==> config.mk <==
export PLATFORM = sky130hd
export DESIGN_NAME = div_sqrt_unit
export DESIGN_NICKNAME = d
export VERILOG_FILES = /design/src/rtl/div_sqrt_pkg.sv /design/src/rtl/div_sqrt_unit_restore_step.sv /design/src/rtl/div_sqrt_unit.sv
export SDC_FILE = /design/constraint.sdc
export NUM_CORES = 1
export LEC_CHECK = 0
export CORE_ASPECT_RATIO = 0.5
export CORE_MARGIN = 4
export CORE_UTILIZATION = 60
export DETAILED_ROUTE_END_ITERATION = 8
export GPL_TIMING_DRIVEN = 0
export MAX_ROUTING_LAYER = met4
export PLACE_DENSITY = 0.92
export SETUP_SLACK_MARGIN = 0.5
export SYNTH_ARGS = -nofsm -noshare
export SYNTH_HDL_FRONTEND = slang
export SYNTH_HIERARCHICAL = 1
export SYNTH_SLANG_ARGS = --single-unit
==> constraint.sdc <==
create_clock -name Clk -period 4.9 [get_ports Clk]
set_input_delay 0.735 -clock Clk [delete_from_list [all_inputs] [get_ports Clk]]
set_output_delay 0.735 -clock Clk [all_outputs]
set_load 0.02 [all_outputs]
==> src/rtl/div_sqrt_pkg.sv <==
// div_sqrt_pkg: shared types and helpers for the div/sqrt unit.
// Mode codes, FSM state encoding, iteration counts, saturation.
package div_sqrt_pkg;

   typedef enum logic [1:0] {
      M_RECIP   = 2'd0,
      M_DIV     = 2'd1,
      M_SQRT    = 2'd2,
      M_ILLEGAL = 2'd3
   } mode_e;

   // state encoding
   localparam logic [1:0] ST_IDLE  = 2'd0;
   localparam logic [1:0] ST_CALC  = 2'd1;
   localparam logic [1:0] ST_ROUND = 2'd2;
   localparam logic [1:0] ST_DONE  = 2'd3;

   // CALC cycles per mode for operand width w
   function automatic int unsigned iter_count(
      input logic [1:0]  m,
      input int unsigned w
   );
      case (m)
         M_RECIP: return w + 1;
         M_DIV:   return (3 * w) / 2 + 1;
         M_SQRT:  return w / 2;
         default: return 0;
      endcase
   endfunction

   // clamp v to an unsigned field of the given width
   function automatic logic [63:0] sat_to(
      input logic [63:0] v,
      input int unsigned bits
   );
      logic [63:0] lim;
      lim = (64'd1 << bits) - 64'd1;
      return (v > lim) ? lim : v;
   endfunction

endpackage

==> src/rtl/div_sqrt_unit_restore_step.sv <==
// restore_step: one trial subtraction of a restoring divide/sqrt.
// Ports: rem (shifted partial remainder), sub (trial value) -> ge, new_rem.
module restore_step #(
   parameter int unsigned RW = 17
) (
   input  logic [RW-1:0] rem,
   input  logic [RW-1:0] sub,
   output logic          ge,
   output logic [RW-1:0] new_rem
);

   assign ge      = (rem >= sub);
   assign new_rem = ge ? (rem - sub) : rem;

endmodule

==> src/rtl/div_sqrt_unit.sv <==
// div_sqrt_unit: multi-cycle reciprocal / scaled divide / integer sqrt.
// Ports: Clk, Reset(sync, low), Start, Mode, OpA, OpB -> Result, Ack, Busy, Err.
module div_sqrt_unit
   import div_sqrt_pkg::*;
#(
   parameter int unsigned W = 16
) (
   input  logic              Clk,
   input  logic              Reset,
   input  logic              Start,
   input  logic [1:0]        Mode,
   input  logic [W-1:0]      OpA,
   input  logic [W/2-1:0]    OpB,
   output logic [3*W/2-1:0]  Result,
   output logic              Ack,
   output logic              Busy,
   output logic              Err
);

   localparam int unsigned H   = W / 2;
   localparam int unsigned RSW = 3 * W / 2;
   localparam int unsigned QW  = RSW + 1;
   localparam int unsigned RW  = W + 1;
   localparam int unsigned CW  = $clog2(RSW + 2);

   logic [1:0]     state;
   logic [1:0]     mode_q;
   logic [CW-1:0]  cnt;
   logic [RW-1:0]  rem;
   logic [QW-1:0]  q;
   logic [QW-1:0]  dvd;
   logic [W-1:0]   dsr;
   logic [RSW-1:0] res;

   logic           is_sqrt;
   logic           last;
   logic [RW-1:0]  step_rem;
   logic [RW-1:0]  step_sub;
   logic [RW-1:0]  step_new;
   logic           step_ge;
   logic [QW-1:0]  qs;
   logic [H-1:0]   root;
   logic           up;
   logic [RSW-1:0] round_res;

   assign is_sqrt = (mode_q == M_SQRT);
   assign last    = (cnt == CW'(iter_count(mode_q, W) - 1));

   // sqrt brings down two dividend bits and tries 4r+1;
   // the dividers bring down one bit and try the divisor
   assign step_rem = is_sqrt ? {rem[RW-3:0], dvd[QW-1:QW-2]}
                             : {rem[RW-2:0], dvd[QW-1]};
   assign step_sub = is_sqrt ? {{(RW-H-2){1'b0}}, q[H-1:0], 2'b01}
                             : {1'b0, dsr};

   restore_step #(.RW(RW)) u_step (
      .rem     (step_rem),
      .sub     (step_sub),
      .ge      (step_ge),
      .new_rem (step_new)
   );

   // half-up rounding of the extra quotient bit; sqrt rounds up
   // when rem > r, which is exactly A >= (r + 0.5)^2 in integers
   always_comb begin
      qs        = {1'b0, q[QW-1:1]} + QW'(q[0]);
      root      = q[H-1:0];
      up        = (rem > {{(RW-H){1'b0}}, root}) && !(&root);
      round_res = '0;
      case (mode_q)
         M_RECIP: round_res = RSW'(sat_to(64'(qs), W));
         M_DIV:   round_res = RSW'(sat_to(64'(qs), RSW));
         M_SQRT:  round_res = {{(RSW-H){1'b0}}, root} + RSW'(up);
         default: round_res = '0;
      endcase
   end

   always_ff @(posedge Clk) begin
      if (!Reset) begin
         state  <= ST_IDLE;
         mode_q <= '0;
         cnt    <= '0;
         rem    <= '0;
         q      <= '0;
         dvd    <= '0;
         dsr    <= '0;
         res    <= '0;
      end else begin
         unique case (state)
            ST_IDLE: begin
               if (Start) begin
                  mode_q <= Mode;
                  cnt    <= '0;
                  rem    <= '0;
                  q      <= '0;
                  dsr    <= (Mode == M_DIV) ? {{(W-H){1'b0}}, OpB} : OpA;
                  // dividend MSB-aligned: 2^W for recip, A<<(H+1) otherwise
                  dvd    <= (Mode == M_RECIP) ? {1'b1, {(QW-1){1'b0}}}
                                              : {OpA, {(H+1){1'b0}}};
                  if (Mode == M_ILLEGAL) begin
                     res   <= '0;
                     state <= ST_DONE;
                  end else if (Mode == M_RECIP && OpA == '0) begin
                     res   <= {{(RSW-W){1'b0}}, {W{1'b1}}};
                     state <= ST_DONE;
                  end else if (Mode == M_DIV && OpB == '0) begin
                     res   <= '1;
                     state <= ST_DONE;
                  end else begin
                     state <= ST_CALC;
                  end
               end
            end
            ST_CALC: begin
               rem   <= step_new;
               q     <= {q[QW-2:0], step_ge};
               dvd   <= is_sqrt ? (dvd << 2) : (dvd << 1);
               cnt   <= cnt + CW'(1);
               if (last)
                  state <= ST_ROUND;
            end
            ST_ROUND: begin
               res   <= round_res;
               state <= ST_DONE;
            end
            ST_DONE: state <= ST_IDLE;
         endcase
      end
   end

   assign Result = res;
   assign Ack    = (state == ST_DONE);
   assign Busy   = (state != ST_IDLE);
   assign Err    = Ack && (mode_q == M_ILLEGAL);

endmodule

# Yosys cells after proc, flatten, opt, wreduce, memory -nomap -nowiden
# Cells that the tools add are included.
[word_totals]
wordCells = 76
in_bits = 29
regBits = 116
[classes]
n_addsub = 5
n_lt_le_gt_ge = 4
eq_ne = 12
reduce_logical = 18
muxes = 29
[op_table]
columns = ["op", "n"]
rows = [
  ["two-way mux 24 bit", 6],
  ["two-way mux 25 bit", 4],
  ["case mux 25 bit (2 select lines)", 2],
  ["case mux 24 bit (3 select lines)", 1],
  ["two-way mux 17 bit", 3],
  ["case mux 24 bit (2 select lines)", 1],
  ["case mux 17 bit (2 select lines)", 1],
  ["two-way mux 16 bit", 2],
  ["adder 24 x 1 -> 25 bit", 1],
  ["greater-than comparator 25 x 16 -> 1 bit (second input constant)", 1],
  ["greater-than comparator 25 x 24 -> 1 bit (second input constant)", 1],
  [">= comparator 17 x 16 -> 1 bit", 1],
  ["greater-than comparator 17 x 8 -> 1 bit", 1],
  ["subtractor 17 x 16 -> 17 bit", 1],
  ["logical NOT 16 bit", 1],
  ["case mux 5 bit (3 select lines)", 1],
  ["== test 2 bit (second input constant)", 5],
  ["two-way mux 2 bit", 5],
  ["case mux 5 bit (2 select lines)", 1],
  ["adder 8 x 1 -> 9 bit", 1],
  ["logical NOT 8 bit", 1],
  ["case mux 2 bit (4 select lines)", 1],
  ["AND reduction 8 bit", 1],
  ["== test 2 x 1 -> 1 bit (second input constant)", 3],
  ["12 further kinds", 22],
]

# Depth between registers and ports, before layout
[depth]
word_depth = 7
depth_mapped = 19
mapped_depth_nobuf = 17

# Modules after synthesis
# Netlist, hierarchy kept.
[by_module_without_submodules]
columns = ["module", "cells_each", "area_per_inst_um2", "instances"]
rows = [
  ["div_sqrt_unit", 755, 6104.6, 1],
  ["restore_step", 191, 1376.3, 1],
]

# Worst setup path before layout
# OpenSTA, ideal clock, no wires.
[synth_path]
path_kind = "reg2reg"
from = "reg mode_q[1]"
to = "reg rem[10]"
path_buffers = 5
slack_ns = 1.198
path_stages_with_launch = 18
setup_time_ns = 0.118
synth_period_minus_slack_ns = 3.702
t_arrival_ns = 3.584
required_time_ns = 4.782
path_cell_list = "dfxtp_1 buf_2 inv_1 nor2_1 clkbuf_1 buf_1 o21ai_0 ha_1 nor2b_1 o211ai_1 a2111oi_4 o211ai_2 o21a_1 buf_6 buf_12 mux2_4 a22oi_1 nor2b_1"
[synth_via]
elab_chain_len = 5
word_cells_on_any_way = 7
classes_between = "add/sub (1); order compare (1); eq/ne (1); mux (4)"
[synth_lines]
columns = ["item", "line", "rtl"]
rows = [
  ["start: declaration", "div_sqrt_unit.sv:27", "logic [1:0] mode_q;"],
  ["start signal: assignment", "div_sqrt_unit.sv:92", "mode_q <= Mode;"],
  ["== test 2 bit (*)", "div_sqrt_unit.sv:46", "assign is_sqrt = (mode_q == M_SQRT);"],
  ["two-way mux 17 bit (*)", "div_sqrt_unit.sv:51", "assign step_rem = is_sqrt ? {rem[RW-3:0], dvd[QW-1:QW-2]}"],
  ["net step_rem[1]", "div_sqrt_unit.sv:37", "logic [RW-1:0] step_rem;"],
  ["subtractor 17 x 16 -> 17 bit / >= comparator 17 x 16 -> 1 bit (equally long branches)", "div_sqrt_unit_restore_step.sv:13, div_sqrt_unit_restore_step.sv:12", ""],
  ["two-way mux 17 bit (*)", "div_sqrt_unit_restore_step.sv:13", "assign new_rem = ge ? (rem - sub) : rem;"],
  ["net step_new[10]", "div_sqrt_unit.sv:39", "logic [RW-1:0] step_new;"],
  ["case mux 17 bit (2 select lines) (*)", "div_sqrt_unit.sv:89", "unique case (state)"],
  ["end signal: assignment", "div_sqrt_unit.sv:115", "rem <= step_new;"],
  ["end: declaration", "div_sqrt_unit.sv:29", "logic [RW-1:0] rem;"],
]
# Mark *: on every way through the listed nets, which the timed path passes. The rest lies on a longest branch.
# A chain may end at the register's enable or synchronous reset.

# Final worst setup path
[layout_path]
from = "reg mode_q[1]"
to = "reg rem[14]"
# Same word-level chain as after synthesis.

==> flow_summary.toml <==
[worst_hold_path]
hp-class = "register to register"
holdPathStages = 1
hold_path_startpoint = "dsr[0]"
hold-path-endpoint = "dsr[0]"

[sta]
max_freq_ghz = 0.239
worstMarginPinSlew_ps = 878
fin_skew_ps = 8.50
slew_headroom_pct = 40.9
min_period_over_period_pct = 85.5
grt_setup_unrepaired = "no"
setup_violations = 0
fin_crit_ps = 4190
final_hold_viol_count = 0
fin_setup_tns_ps = 0
hold-worst-slack_ps = 493
finalMaxSlewViolations = 0

[worst_setup_path]
worstPathMaxFanout = 10
crit_path_start_kind = "register"
crit_chain = "buf_2 > inv_1 > nor2_4 > clkbuf_4 > clkbuf_4 > o21ai_0 > ha_1 > nor2b_1 > o211ai_1 > a2111oi_4 > o211ai_2 > o21a_1 > buf_6 > buf_12 > o41ai_4 > a22oi_1 > nor2b_1"
cpPeakStageDelay_ps = 410
path_class = "register to register"
crit_path_end_kind = "register"
r2r_slack_ps = 710
r2r_start = "mode_q[1]"
cpMaxStageDelayCell = "a2111oi_4"
required_ps = 5190
reg2reg_depth = 17
crit_arrival_ps = 4480
r2r_end = "rem[14]"

[yosys]
synthesis.nets = 1011
synth_top_area_share_pct = 28.6
muxShareOfSynthArea_pct = 3.88
synth_edf_count = 0
ys_ff_latch = 107
synthTopCellsByArea = "dfxtp_1 29%, nand2_1 7.8%, a22oi_1 5.9%, ha_1 5.9%, nor2b_1 4.4%"
synth_simple_gate_area_share_pct = 27.1
yosys.area_share.adder_pct = 6.12
synthArstFlopShare_pct = 0
seq_area_frac_synth_pct = 28.6
syn_inst = 946
yosysWarnings = 6
ys_types = 76
syn_area_per_cell_um2 = 7.91
syn-cell-area_um2 = 7480
synth.largest_area_cell = "dfxtp_1"
synth_ff_type = "dfxtp_1"
synth_top_family_by_area = "simple AND/OR/NAND/NOR gates"
synth-compound-area-share_pct = 23.9
synth_xor_area_share_pct = 4.57

[drt]
first_iter_violations = 835
vias = 7557
routed_via_density = 6.39
drc = 0
wl_um = 21900
first_pass_iters = 6
postRouteAntennaNets = 0
routedWlPerCell_um = 18.6

[placed_design]
place_area_um2 = 8240
hpwl_um = 16300
globalplace.congestion = 0.968
io_buffers = 55
placed_cells = 1166

[clocking]
htreeDepth = 3
ctsResizeCount = 3
cts_tree = "built"
clk_latency_ps = 350
postCtsSetupRepairBufs = 0
numCtsBuffers = 9
clock-sinks = 107
clockBufferDepth = 2
cts-root-buf = "clkbuf_16"
hold_buffers = 0
clk_pin_slew_ps = 70

[finish]
syn_to_final_growth_pct = 14.8
nNetsFinal = 1077
nFillCells = 900
stdcell_count = 1182
antenna-diode-count = 0
drive_above_1_share_pct = 9.34
design_area_um2 = 8590
fin_util_pct = 71.7

[floorplan]
initial_core_util_pct = 62.4
row_count = 28
core_area_um2 = 12000
die_area_um2 = 14400
die_w_um = 166
ioPinCount = 56
die_h_um = 87.0

[global_routing]
grt_pass1_vias = 7166
grt-ovfl-total = 0
use_met1_pct = 38.2
use_met2_pct = 52.0
grt_antenna_before_repair = 0
grt_max_degree = 17
grt_pass1_wl_um = 35700
top_usage_layer = "met2"
track_usage_pct = 30.9
use_met3_pct = 5.94

[power_and_ir_drop]
peakVddDrop_mv = 0.307
powerDensity_nw_per_um2 = 598
leakage_uw = 0.00347

[status]
status = "finished clean"

[job]
drv_cap = 0
area by class of cell:
| type | count | area, um2 | share of cell area (%) |
|---|---|---|---|
| multi-input cells | 738 | 4920 | 57.3 |
| repair buffers | 55 | 551 | 6.41 |
| well taps | 165 | 206 | 2.40 |
| inverters | 39 | 146 | 1.70 |
| clock buffers | 12 | 256 | 2.99 |
| plain buffers | 62 | 298 | 3.47 |
| clock inverters | 4 | 72.6 | 0.845 |
| flip-flops and latches | 107 | 2140 | 24.9 |
metal layers:
metal  routed length [um]  share of wire, %
met4                  644               2.9
met1                 9080                41
met3                 2080               9.5
met2                10100                46
met5                    0                 0
report_power, final:
group          total, uW  switching, uW  internal, uW
clock network        801            325           475
registers           1220            151          1070
logic               3120           1810          1310
total               5140           2280          2850
critical path, delay by kind of cell, from the launching register on:
family | cells | cell delay (ps)
buffers and inverters | 6 | 1190
AO/OA/AOI/OAI | 7 | 1730
adder cells (fa/ha/maj) | 1 | 330
flip-flops | 1 | 310
AND/OR/NAND/NOR | 3 | 540
through the flow:
step	power, uW	setup WS (ps)
final	5140	711
after global routing	5460	507
after CTS	5050	503
after detailed placement	4230	114
after global placement	4150	199
after floorplan	3460	1200
cells by family (layout without fill, tap and decap cells):
family	after synthesis	count (layout)
AOI/OAI and AO/OA	233	233
xor gates and xnor gates	39	39
adders and majority gates	36	36
buffers and inverters	101	172
DFF	107	107
muxes	25	25
other	1	1
and+or+nand+nor	404	404
cells in the final DEF, fill, tap and decap left out, drive strengths merged, types with 25 or more instances in the layout:
cell type	instances
nand2	157
nor2	82
nor2b	53
a22oi	59
xnor2	25
a21oi	35
clkbuf	54
ha	35
inv	39
o21ai	36
dfxtp	107
clkdlybuf4s50	55
state kept, by name, indices dropped and copies added (netlist names):
signal,count
q,25
Result,24
rem,17
dsr,16
dvd,16
cnt,5
mode_q,2
state,2
how the worst max path moves through the flow:
stage | slack [ps] | endpoint | start | depth (start not counted)
after detailed placement | 110 | rem[11] | mode_q[1] | 17
after floorplan | 1200 | rem[10] | mode_q[1] | 17
after CTS | 500 | rem[11] | mode_q[1] | 17
final | 710 | rem[14] | mode_q[1] | 17
after global routing | 510 | rem[12] | mode_q[1] | 18
after global placement | 200 | rem[11] | mode_q[1] | 17
synthesized netlist by cell type, drive strengths merged, types with 2 or more instances:
| cell type | number |
|---|---|
| a211o | 3 |
| a221oi | 15 |
| a21oi | 35 |
| o211ai | 7 |
| a211oi | 13 |
| or3 | 2 |
| a21o | 8 |
| nor4b | 2 |
| and2 | 13 |
| a22oi | 59 |
| xor2 | 14 |
| nor4 | 11 |
| nor3b | 16 |
| nor2b | 53 |
| and3 | 10 |
| nor2 | 82 |
| mux2i | 11 |
| a21boi | 6 |
| dfxtp | 107 |
| o31ai | 4 |
| nand3 | 21 |
| inv | 39 |
| buf | 21 |
| ha | 35 |
| or2 | 5 |
| o21bai | 5 |
| a31o | 2 |
| nand4 | 12 |
| a32oi | 3 |
| and4 | 5 |
| xnor2 | 25 |
| nand2b | 8 |
| o21a | 7 |
| a31oi | 8 |
| clkbuf | 41 |
| nand2 | 157 |
| o21ai | 36 |
| nor3 | 5 |
| mux2 | 14 |
| o211a | 12 |
(Power assumes the default switching activity.)
